## src/rtl/piso_serializer_if.sv

```systemverilog
// Handshake bundle for piso_serializer: parallel word in, symbol stream out.
// The slave modport is the serializer's view; master is the surrounding logic.
interface piso_serializer_if #(
  parameter int WIDTH    = 8,
  parameter int SYM_BITS = 1
);
  logic [WIDTH-1:0]    par_data;
  logic                par_valid;
  logic                par_ready;
  logic [SYM_BITS-1:0] ser_data;
  logic                ser_valid;
  logic                ser_last;
  logic                ser_ready;

  modport slave (
    input  par_data,
    input  par_valid,
    input  ser_ready,
    output par_ready,
    output ser_data,
    output ser_valid,
    output ser_last
  );

  modport master (
    output par_data,
    output par_valid,
    output ser_ready,
    input  par_ready,
    input  ser_data,
    input  ser_valid,
    input  ser_last
  );
endinterface

```

## src/rtl/piso_serializer.sv

```systemverilog
// Parallel-in/serial-out converter emitting WIDTH/SYM_BITS symbols per word.
// Define PISO_PARITY_EN to append an even-parity symbol after each word.
module piso_serializer #(
  parameter int WIDTH     = 8,
  parameter int SYM_BITS  = 1,
  parameter int MSB_FIRST = 1,
  parameter int HOLD      = 1
) (
  input  logic             clk_sig,
  input  logic             reset_sig,
  piso_serializer_if.slave bus
);

  localparam int NSYM = WIDTH / SYM_BITS;
`ifdef PISO_PARITY_EN
  localparam int NTOT = NSYM + 1;
`else
  localparam int NTOT = NSYM;
`endif
  localparam int SW = $clog2(((NSYM + 1) > 2) ? (NSYM + 1) : 2);
  localparam int HW = $clog2((HOLD > 2) ? HOLD : 2);

  localparam logic [SW-1:0] LAST_IDX = SW'(NTOT - 1);
  localparam logic [HW-1:0] HOLD_MAX = HW'(HOLD - 1);

  typedef enum logic {
    IDLE,
    SHIFT
  } state_t;

  state_t              state_q, state_d;
  logic [SW-1:0]       sym_cnt_q, sym_cnt_d;
  logic [HW-1:0]       hold_cnt_q, hold_cnt_d;
  logic [WIDTH-1:0]    word_q, word_d;
  logic [SYM_BITS-1:0] ser_data_q, ser_data_d;
  logic                ser_valid_q, ser_valid_d;
  logic                ser_last_q, ser_last_d;

  logic consume;
  logic last_consume;
  logic par_ready;
  logic load;

  // Index NSYM is only reachable with parity enabled and selects the parity symbol.
  function automatic logic [SYM_BITS-1:0] pick_sym(input logic [WIDTH-1:0] word,
                                                   input logic [SW-1:0]    idx);
    logic [WIDTH-1:0] shifted;
    int unsigned      k;
    k = 32'(idx);
    if (MSB_FIRST != 0) begin
      shifted = word >> (WIDTH - (k + 1) * SYM_BITS);
    end else begin
      shifted = word >> (k * SYM_BITS);
    end
    pick_sym = shifted[SYM_BITS-1:0];
`ifdef PISO_PARITY_EN
    if (k == NSYM) begin
      pick_sym    = '0;
      pick_sym[0] = ^word;
    end
`endif
  endfunction

  always_comb begin
    consume      = ser_valid_q && (hold_cnt_q == HOLD_MAX) && bus.ser_ready;
    last_consume = consume && ser_last_q;
    par_ready    = !reset_sig && ((state_q == IDLE) || last_consume);
    load         = bus.par_valid && par_ready;
  end

  // A load can only coincide with idle or the final consumption, which gives the no-bubble hand-over.
  always_comb begin
    state_d     = state_q;
    sym_cnt_d   = sym_cnt_q;
    hold_cnt_d  = hold_cnt_q;
    word_d      = word_q;
    ser_data_d  = ser_data_q;
    ser_valid_d = ser_valid_q;
    ser_last_d  = ser_last_q;

    if (load) begin
      state_d     = SHIFT;
      word_d      = bus.par_data;
      sym_cnt_d   = '0;
      hold_cnt_d  = '0;
      ser_data_d  = pick_sym(bus.par_data, '0);
      ser_valid_d = 1'b1;
      ser_last_d  = (NTOT == 1);
    end else if (last_consume) begin
      state_d     = IDLE;
      sym_cnt_d   = '0;
      hold_cnt_d  = '0;
      ser_data_d  = '0;
      ser_valid_d = 1'b0;
      ser_last_d  = 1'b0;
    end else if (consume) begin
      sym_cnt_d  = sym_cnt_q + 1'b1;
      hold_cnt_d = '0;
      ser_data_d = pick_sym(word_q, sym_cnt_d);
      ser_last_d = (sym_cnt_d == LAST_IDX);
    end else if (ser_valid_q && (hold_cnt_q != HOLD_MAX)) begin
      hold_cnt_d = hold_cnt_q + 1'b1;
    end
  end

  always_ff @(posedge clk_sig) begin
    if (reset_sig) begin
      state_q     <= IDLE;
      sym_cnt_q   <= '0;
      hold_cnt_q  <= '0;
      word_q      <= '0;
      ser_data_q  <= '0;
      ser_valid_q <= 1'b0;
      ser_last_q  <= 1'b0;
    end else begin
      state_q     <= state_d;
      sym_cnt_q   <= sym_cnt_d;
      hold_cnt_q  <= hold_cnt_d;
      word_q      <= word_d;
      ser_data_q  <= ser_data_d;
      ser_valid_q <= ser_valid_d;
      ser_last_q  <= ser_last_d;
    end
  end

  assign bus.par_ready = par_ready;
  assign bus.ser_data  = ser_data_q;
  assign bus.ser_valid = ser_valid_q;
  assign bus.ser_last  = ser_last_q;

endmodule

```

## src/flat_wrapper.sv

```systemverilog
// flat-port wrapper written by rule: the top's interface ports become plain ports
module piso_serializer_flat 
#(
  parameter int WIDTH     = 8,
  parameter int SYM_BITS  = 1,
  parameter int MSB_FIRST = 1,
  parameter int HOLD      = 1
)
  (clk_sig, reset_sig, bus_par_data, bus_par_valid, bus_ser_ready, bus_par_ready, bus_ser_data, bus_ser_valid, bus_ser_last);
  piso_serializer_if #(.WIDTH(WIDTH), .SYM_BITS(SYM_BITS)) bus_i ();
  input  logic clk_sig;
  input  logic reset_sig;
  input wire logic [$bits(bus_i.par_data)-1:0] bus_par_data;
  input wire logic [$bits(bus_i.par_valid)-1:0] bus_par_valid;
  input wire logic [$bits(bus_i.ser_ready)-1:0] bus_ser_ready;
  output wire logic [$bits(bus_i.par_ready)-1:0] bus_par_ready;
  output wire logic [$bits(bus_i.ser_data)-1:0] bus_ser_data;
  output wire logic [$bits(bus_i.ser_valid)-1:0] bus_ser_valid;
  output wire logic [$bits(bus_i.ser_last)-1:0] bus_ser_last;
  assign bus_i.par_data = bus_par_data;
  assign bus_i.par_valid = bus_par_valid;
  assign bus_i.ser_ready = bus_ser_ready;
  assign bus_par_ready = bus_i.par_ready;
  assign bus_ser_data = bus_i.ser_data;
  assign bus_ser_valid = bus_i.ser_valid;
  assign bus_ser_last = bus_i.ser_last;
  piso_serializer #(.WIDTH(WIDTH), .SYM_BITS(SYM_BITS), .MSB_FIRST(MSB_FIRST), .HOLD(HOLD)) u_core (.clk_sig(clk_sig), .reset_sig(reset_sig), .bus(bus_i));
endmodule
```

## config.mk

```make
export PLATFORM = sky130hd
export DESIGN_NAME = piso_serializer_flat
export DESIGN_NICKNAME = d
export VERILOG_FILES = /design/src/rtl/piso_serializer_if.sv /design/src/rtl/piso_serializer.sv /design/src/flat_wrapper.sv
export SDC_FILE = /design/constraint.sdc
export NUM_CORES = 1
export LEC_CHECK = 0
export BUFFER_PORTS_ARGS = -buffer_cell sky130_fd_sc_hd__clkbuf_2
export CORE_UTILIZATION = 45
export DETAILED_ROUTE_END_ITERATION = 8
export GPL_TIMING_DRIVEN = 1
export PLACE_DENSITY = 0.67
export RECOVER_POWER = 50
export SYNTH_ARGS = -nofsm -noshare
export SYNTH_HDL_FRONTEND = slang
export SYNTH_SLANG_ARGS = --single-unit
```

## constraint.sdc

```tcl
create_clock -name clk_sig -period 3.55 [get_ports clk_sig]
set_input_delay 0.5325 -clock clk_sig [delete_from_list [all_inputs] [get_ports clk_sig]]
set_output_delay 0.5325 -clock clk_sig [all_outputs]
set_load 0.005 [all_outputs]
```

Word-level counts from Yosys, hierarchy flattened:

Index checks and enable logic that the tools add are counted.

* bitwise logic cells: 2
* shift operators: 1
* muxes and demuxes: 5
* reduce and logical (&&, ||, !) cells: 12
* eq/ne operators: 1
* add/subtract/negate cells: 4

Operators by type and width (count)
* >> shifter 8 x 32 -> 1 bit: 1
* subtractor 4 x 32 -> 32 bit, first input constant: 1
* logical AND 1 bit: 6
* adder 4 x 1 -> 5 bit, second input constant: 1
* two-way mux 1 bit: 5
* adder 4 x 1 -> 4 bit, second input constant: 1
* equality test 4 x 3 -> 1 bit, second input constant: 1
* OR reduction 4 bit: 1
* nonzero test 3 bit: 1
* OR reduction 3 bit: 1
* NOT 1 bit: 2
* nonzero test 2 bit: 1
* adder 1 bit, second input constant: 1
* zero test 1 bit: 1
* logical OR 1 bit: 1

* logic and storage cells: 31
* register bits: 16

Logic depth before layout (Yosys ltp):

Gate-level depths: netlist (run 1).

* depth after elaboration: 8
* depth in mapped cells: 10
* mapped depth without buffers: 9

Least setup slack after synthesis (run 1):

Ideal clock, no wire load.

* path type: reg-to-reg
* start: reg u_core.sym_cnt_q[0]
* end: reg u_core.ser_data_q (netlist: u_core.bus.ser_data)
* cell stages (with the launch flop): 11
* required time: 3.490 ns
* setup time: 0.060 ns
* setup slack: 0.857 ns
* data arrival time: 2.632 ns
* cells stage by stage: dfxtp_1 > buf_4 > inv_1 > ha_1 > or3_1 > nor3b_1 > a21oi_1 > ha_1 > or4b_2 > nor3_1 > a311o_1

* longest elaborated chain between the ends: 7

Ends and longest elaborated chain
* start, declared: line piso_serializer.sv:32 `logic [SW-1:0] sym_cnt_q, sym_cnt_d;`
* start signal, assigned: line piso_serializer.sv:117 `sym_cnt_q <= sym_cnt_d;`
* adder 4 x 1 -> 4 bit: line piso_serializer.sv:97 `sym_cnt_d = sym_cnt_q + 1'b1;`
* adder 4 x 1 -> 5 bit: line piso_serializer.sv:51 `shifted = word >> (WIDTH - (k + 1) * SYM_BITS);`
* subtractor 4 x 32 -> 32 bit: line piso_serializer.sv:51
* >> shifter 8 x 32 -> 1 bit: line piso_serializer.sv:51
* two-way mux 1 bit: line piso_serializer.sv:96 `end else if (consume) begin`
* two-way mux 1 bit: line piso_serializer.sv:89 `end else if (last_consume) begin`
* two-way mux 1 bit: line piso_serializer.sv:81 `if (load) begin`
* end signal, assigned: line piso_serializer.sv:120 `ser_data_q <= ser_data_d;`
* end, declared: line piso_serializer.sv:35 `logic [SYM_BITS-1:0] ser_data_q, ser_data_d;`

Every way passes these cells. The select of a mux whose other input is x is not followed.
A chain may end at the register's enable or synchronous reset.

Worst setup path after layout (run 1):

Ends and elaborated chain as after synthesis.

==> reports/results.md, run 1 <==
| Quantity | This run |
|---|---|
| Placed cell count | 130 |
| Die H | 45.5 microns |
| Number of cells produced by synthesis | 93 |
| Smallest hold slack | 0.429 ns |
| Wire length per cell after detailed routing | 11.7 microns |
| Final setup vio count | 0 |
| Residual overflow from global routing | 0 |
| Mean number of vias per cell | 5.25 |
| Clock transition at the registers of the reported paths | 0.09 ns |
| Antenna violations before repair | 0 |
| Path category of the worst min-delay check | in -> reg |
| Worst voltage drop across the vdd grid | 0.215 mV |
| Crit. Startpoint | u_core.sym_cnt_q[0] |
| Wire length reported by the detailed router | 1570 microns |
| Number of distinct library cells after synthesis | 32 |
| Required time of the critical path | 3.79 ns |
| Launching point of the worst reg2reg path | u_core.sym_cnt_q[0] |
| Fraction of layout instances using a drive strength above 1 | 22.0% |
| Post-route ant nets | 0 |
| Full die area | 2070 sq um |
| Data arrival at the endpoint of the critical path | 3.16 ns |
| Starting utilization of the core area | 48.7% |
| Number of violations of the max-capacitance limit | 0 |
| YS warnings | 0 |
| Synth Area per Inst | 9.14 sq um |
| Cell Rows | 15 |
| Timing-limited maximum frequency | 0.342 GHz |
| Maximum fanout along the worst path | 8 |
| Startpoint Class | flop |
| Level count of the clock H-tree | 1 |
| First-pass GRT wire length | 2610 microns |
| Combined area of all synthesized cells | 850 sq um |
| Maximum number of pins on one net before global-route repair | 18 |
| Net count after synthesis | 108 |
| Routability cong. | 0.729 |
| Kind of capture point of the worst setup path | flop |
| Detailed-routing iteration count for the pre-antenna-repair pass | 5 |
| Remaining DRCs | 0 |
| Number of post-CTS setup repair buffers | 0 |
| Status | finished, final reports clean |
| Post-cts repair resize count | 0 |
| Later-pin clock latency in the skew report | 0.29 ns |
| Ratio of total power to cell area | 373 nW/um^2 |
| Leading cell type in the layout, fill and taps excluded | dfxtp_1 |
| Via count | 703 |
| Hold violation count in the final report | 0 |
| Synthesis-to-finish area growth | 13.8% |
| Commonest non-fill, non-tap cells in the layout | dfxtp_1 (16), clkbuf_2 (14), nor2_1 (13), nand2_1 (11) |
| Buffers on Ports | 15 |
| Power, Total | 0.000361 W |
| Worst slew margin relative to its limit | 58.5% |
| Half-perimeter wire length of the detailed placement result | 1170 microns |
| Sequential share of the synthesized area | 37.7% |
| Leakage power | 0.380 nW |
| DR iter-0 viols | 13 |
| Synth Register Bits | 16 |
| Number of buffers created by CTS | 3 |
| Worst Clk Skew | 0.000475 ns |
| CTS tree | yes |
| Portion of the clock cycle consumed by the worst path in the final layout | 82.3% |
| Core Footprint | 1750 sq um |
| Final #Nets | 125 |
| Total negative slack | 0 ns |
| Fin. max-slew vios | 0 |
| Clock net sink count | 16 |
| Setup repair after global routing missed its margin | false |
| Total Routing Usage GR | 17.8% |
| Cell at the root of the clock tree | clkbuf_4 |
| Non-filler cells, final | 134 |
| WS Path Type | reg -> reg |
| Post-layout minimum cycle time | 2.92 ns |
| IO Pins | 16 |
| Vias in the first global route | 625 |
| Worst slew pin tran | 0.622 ns |
| Chip width | 45.5 microns |
| Maximum clock path buffer count | 2 |
| Count of inserted antenna diode cells | 0 |
| Startpoint of the tightest hold check path | bus_par_data[3] |
| Cts hold-fix bufs | 0 |
==> worst paths after layout <==
check / end / slack [ns] / depth (start not counted)
worst min register to register: u_core.word_q[5] / 0.48 / 2
worst max register to register: u_core.bus.ser_data / 0.63 / 9
worst max-delay path: u_core.bus.ser_data / 0.63 / 9
worst min-delay path: u_core.word_q[3] / 0.43 / 3
==> critical path, cell delays in order (launching register included) <==
cell,delay (ns)
dfxtp_1,0.49
inv_1,0.11
ha_1,0.37
or3_1,0.39
nor3b_1,0.20
a21oi_1,0.06
ha_1,0.28
or4b_2,0.64
nor3_1,0.16
a311o_1,0.18
==> synth_stat cells <==
master | instances | area (sq um)
nand3b_1 | 2 | 15.0
mux4_1 | 1 | 26.3
o21ai_0 | 2 | 10.0
xnor2_1 | 2 | 17.5
nand2_1 | 11 | 41.3
a211oi_2 | 1 | 12.5
nand2b_1 | 7 | 43.8
a211oi_1 | 1 | 7.51
xor2_1 | 1 | 8.76
a22oi_2 | 1 | 12.5
or3_1 | 1 | 6.26
mux4_2 | 1 | 22.5
a21oi_1 | 4 | 20.0
nor4_2 | 1 | 12.5
inv_1 | 2 | 7.51
nor2_1 | 13 | 48.8
a22o_1 | 1 | 8.76
o21ai_1 | 7 | 35.0
or4b_2 | 1 | 10.0
a2bb2oi_1 | 1 | 8.76
ha_1 | 3 | 37.5
buf_4 | 2 | 15.0
clkbuf_1 | 2 | 7.51
xnor2_4 | 1 | 27.5
nor3_1 | 1 | 5.00
and3b_1 | 1 | 8.76
nor3b_1 | 1 | 7.51
a311o_1 | 1 | 10.0
xor2_2 | 1 | 16.3
nor4b_1 | 1 | 8.76
nand3_1 | 2 | 10.0
dfxtp_1 | 16 | 320
==> power breakdown <==
group | internal [W] | switching (W)
logic | 0.0000213 | 0.0000222
clock network | 0.0000625 | 0.0000586
registers | 0.000188 | 0.00000764
total | 0.000272 | 0.0000885
==> metal layers <==
metal | part of all wire (%) | up-vias | global-route usage [%]
met5 | 0 | - | 0
met4 | 2.2 | 0 | 9.09
met3 | 4.1 | 5 | 2.38
met2 | 45 | 18 | 29.1
met1 | 49 | 323 | 22.6
li1 | - | 357 | -
==> through the flow <==
| stage | setup slack, ns | util (%) | area [sq um] |
|---|---|---|---|
| after floorplan | 0.857 | - | 850 |
| after global placement | 0.740 | 53.9 | 941 |
| after detailed placement | 0.684 | 53.9 | 941 |
| after CTS | 0.635 | 56.0 | 977 |
| after global routing | 0.485 | 55.4 | 967 |
| final | 0.628 | 55.4 | 967 |
==> kinds of logic (layout without fill, tap and decap cells) <==
group                      after synthesis  in the layout  synth area share (%)
xor gates and xnor gates                 5              5                  8.25
DFF                                     16             16                  37.7
and+or+nand+nor                         42             42                  25.6
AOI/OAI and AO/OA                       19             19                  14.7
muxes                                    2              2                  5.74
buffers and inverters                    6             22                  3.53
adders and majority gates                3              3                  4.42
==> flip-flops by register name, summed over array words and instances, names as in the netlist <==
register              cells
u_core.bus.ser_data       1
u_core.bus.ser_last       1
u_core.bus.ser_valid      1
u_core.hold_cnt_q         1
u_core.sym_cnt_q          4
u_core.word_q             8
==> cell type report <==
cell class / instances / area [sq um]
Sequential cell: 16 / 320
Fill cell: 172 / 778
Timing Repair Buffer: 16 / 77.6
Multi-Input combinational cell: 71 / 494
Inverter: 2 / 7.51
Clock buffer: 4 / 36.3
Tap cell: 25 / 31.3
Note: power is estimated with default switching activity, not from simulation.
==> run 2: changes to the inputs <==
ABC_AREA = 1   (was default)
PLACE_DENSITY = 0.69   (was 0.67)
clock period = 2.61 ns   (was 3.55 ns; I/O delays follow)
==> reports/results.md, run 2 <==
| Quantity | This run | Change |
|---|---|---|
| Status | finished, final reports clean |  |
| Later-pin clock latency in the skew report | 0.28 ns | about the same |
| Core Footprint | 1750 sq um | unchanged |
| Wire length reported by the detailed router | 1660 microns | +6.0% |
| Worst slew pin tran | 0.354 ns | -0.268 ns |
| Combined area of all synthesized cells | 850 sq um | unchanged |
| Ratio of total power to cell area | 471 nW/um^2 | +26% |
| Synth Area per Inst | 6.91 sq um | -24% |
| Startpoint Class | flop |  |
| Data arrival at the endpoint of the critical path | 2.44 ns | -0.72 ns |
| Number of post-CTS setup repair buffers | 0 | unchanged |
| IO Pins | 16 | unchanged |
| Clock net sink count | 16 | unchanged |
| Post-Synth Adder-Cell Area | 4.42% | unchanged |
| Setup repair after global routing missed its margin | false |  |
| Terminus of the critical flop-to-flop path | u_core.bus.ser_data |  |
| Buffers on Ports | 15 | unchanged |
| Regs by FF count | u_core.word_q x8, u_core.sym_cnt_q x4 |  |
| Routability cong. | 0.814 | +12% |
| Cts hold-fix bufs | 0 | unchanged |
| Top-area cell type share of the netlist area | 37.7% | unchanged |
| Synth Area in Simple Gates | 32.4% | +6.8 points |
| CP Cell Sequence | inv_2, ha_1, nor2_1, nand2_1, a21oi_1, o21ai_1, ha_1, nor4_1, nand2_1, a21oi_1 |  |
| Number of cells produced by synthesis | 123 | +32% |
| Compound-gate portion of the synthesized area | 14.3% | -0.44 points |
| Sequential share of the synthesized area | 37.7% | unchanged |
| Total negative slack | 0 ns | unchanged |
| Remaining DRCs | 0 | unchanged |
| Count of inserted antenna diode cells | 0 | unchanged |
| Maximum number of pins on one net before global-route repair | 11 | -7 |
| Antenna violations before repair | 0 | unchanged |
| Leakage power | 0.440 nW | +16% |
| Synthesis-to-finish area growth | 11.5% |  |
| Peak-usage layer in the global routing report | met2 |  |
| Die H | 45.5 microns | unchanged |
| Total Routing Usage GR | 19.0% | +1.2 points |
| Maximum fanout along the worst path | 10 | +2 |
| Worst reg2reg setup slack | 0.39 ns | -0.24 ns |
| Crit path largest cell delay | 0.54 ns | -0.10 ns |
| Largest family of logic cells by synthesized area | simple AND/OR/NAND/NOR gates |  |
| Portion of the clock cycle consumed by the worst path in the final layout | 85.0% | +2.7 points |
| Final setup vio count | 0 | unchanged |
| Worst Clk Skew | 0.00336 ns | +0.00289 ns |
| DR iter-0 viols | 12 | -1 |
| Hold violation count in the final report | 0 | unchanged |
| Wire length per cell after detailed routing | 10.1 microns | -13% |
| WP depth | 10 | +1 |
| Number of distinct library cells after synthesis | 22 | -31% |
| Cell at the root of the clock tree | clkbuf_4 |  |
| Worst voltage drop across the vdd grid | 0.372 mV | +73% |
| Leading cell type in the layout, fill and taps excluded | nand2_1 |  |
| Crit. Startpoint | u_core.sym_cnt_q[0] |  |
| Path category of the worst min-delay check | in -> reg |  |
| Most frequent cell after synthesis | nand2_1 |  |
| Top cells by area in the synthesized netlist | dfxtp_1 (38%), nand2_1 (15%), nand3_1 (7.1%), inv_1 (6.2%), a21oi_1 (4.7%) |  |
| Largest register FFs | 8 | unchanged |
| Xor-xnor portion of the synthesized cell area | 1.03% | -7.2 points |
| Mean number of vias per cell | 5.00 | -4.7% |
| Half-perimeter wire length of the detailed placement result | 1320 microns | +13% |
| Via count | 820 | +17% |
| Kind of cell adding the most delay to the critical path | adder cells |  |
| Largest reg by FF count | u_core.word_q |  |
| YS warnings | 0 | unchanged |
| Vias in the first global route | 721 | +15% |
| Number of buffers created by CTS | 3 | unchanged |
| EDFF count, synth | 0 | unchanged |
| Commonest non-fill, non-tap cells in the layout | nand2_1 (35), dfxtp_1 (16), inv_1 (15), clkbuf_2 (14), nand3_1 (12) |  |
| Met3 layer usage reported by global route | 2.38% | unchanged |
| Number of violations of the max-capacitance limit | 0 | unchanged |
| GR Layer Usage met1 | 24.8% | +2.2 points |
| Slowest stage cell on the critical path | dfxtp_1 |  |
| Maximum clock path buffer count | 2 | unchanged |
| Fraction of layout instances using a drive strength above 1 | 16.5% | -5.5 points |
| Net count after synthesis | 138 | +28% |
| Required time of the critical path | 2.83 ns | -0.96 ns |
| Cell Rows | 15 | unchanged |
| Chip width | 45.5 microns | unchanged |
| Post-cts repair resize count | 0 | unchanged |
| Full die area | 2070 sq um | unchanged |
| Residual overflow from global routing | 0 | unchanged |
| R2R cell count | 10 | +1 |
| First-pass GRT wire length | 2860 microns | +9.5% |
| Met2 usage in global routing | 30.9% | +1.7 points |
| Launching point of the worst reg2reg path | u_core.sym_cnt_q[0] |  |
| Smallest hold slack | 0.335 ns | -0.0937 ns |
| CTS tree | yes |  |
| Commonest cells post-synth | nand2_1 (35), dfxtp_1 (16), inv_1 (14), nand3_1 (12), nor2_1 (9) |  |
| Post-layout minimum cycle time | 2.22 ns | -0.703 ns |
| Synth Register Bits | 16 | unchanged |
| Final #Nets | 156 | +25% |
| Kind of capture point of the worst setup path | flop |  |
| Proportion of synthesized flip-flops having asynchronous set or reset | 0% | unchanged |
| Timing-limited maximum frequency | 0.451 GHz | +32% |
| WS Path Type | reg -> reg |  |
| Clock transition at the registers of the reported paths | 0.09 ns | about the same |
| Worst slew margin relative to its limit | 76.3% | +18 points |
| Mux cell area share after synthesis | 0% | -5.7 points |
| Sum of buffers and inverters on the critical path | 1 | unchanged |
| Starting utilization of the core area | 48.7% | unchanged |
| Level count of the clock H-tree | 1 | unchanged |
| Largest area contributor in the netlist | dfxtp_1 |  |
| Worst setup path endpoint | u_core.bus.ser_data |  |
| Post-route ant nets | 0 | unchanged |
| Fin. max-slew vios | 0 | unchanged |
| Detailed-routing iteration count for the pre-antenna-repair pass | 4 | -1 |
| Flip-flop cell with the highest count after synthesis | dfxtp_1 |  |
## run 2: cell families after synthesis
kind of cell	count (synthesis)
xor+xnor	1
fa+ha+maj	3
simple gates	61
buf+inv	22
flops	16
compound gates	20
## run 2: tightest hold or removal path, stage by stage
cell	delay (ns)
clkbuf_2	0.07
nand3_1	0.06
o21ai_1	0.06
## run 2: final cells by class
cell class / count / area, sq um
flip-flops and latches: 16 / 320
multi-input cells: 85 / 424
repair buffers: 15 / 73.8
well taps: 25 / 31.3
fillers: 184 / 798
clock buffers: 3 / 22.5
inverters: 20 / 75.1
## run 2: worst min path at each step
stage                          start               end  slack [ns]  depth (start not counted)
CTS                  bus_par_data[4]  u_core.word_q[4]        0.34                          3
global placement    u_core.word_q[4]  u_core.word_q[4]        0.45                          2
global route         bus_par_data[5]  u_core.word_q[5]        0.33                          3
detailed placement  u_core.word_q[6]  u_core.word_q[6]        0.45                          2
finish               bus_par_data[4]  u_core.word_q[4]        0.33                          3
floorplan           u_core.word_q[0]  u_core.word_q[0]        0.43                          2
## run 2: per-layer routing
| metal | vias to the layer above | part of all wire, % |
|---|---|---|
| li1 | 428 | - |
| met1 | 373 | 47 |
| met2 | 15 | 48 |
| met3 | 4 | 3.0 |
| met4 | 0 | 1.4 |
| met5 | - | 0 |
## run 2: report_power, final
part	switching [W]	total [W]	internal (W)
clock network	0.0000760	0.000129	0.0000535
registers	0.00000659	0.000261	0.000255
logic	0.0000331	0.0000550	0.0000219
total	0.000116	0.000446	0.000330
## run 2: through the flow
| stage | setup WS [ns] | area (sq um) | total power (W) | cells | util [%] |
|---|---|---|---|---|---|
| 6_report | 0.391 | 947 | 0.000446 | 164 | 54.3 |
| 5_1_grt | 0.148 | 947 | 0.000472 | 164 | 54.3 |
| 4_1_cts | 0.398 | 967 | 0.000450 | 164 | 55.4 |
| 3_5_place_dp | 0.438 | 945 | 0.000325 | 161 | 54.1 |
| 3_3_place_gp | 0.507 | 945 | 0.000323 | 161 | 54.1 |
| 2_1_floorplan | 0.683 | 850 | 0.000303 | 123 | - |
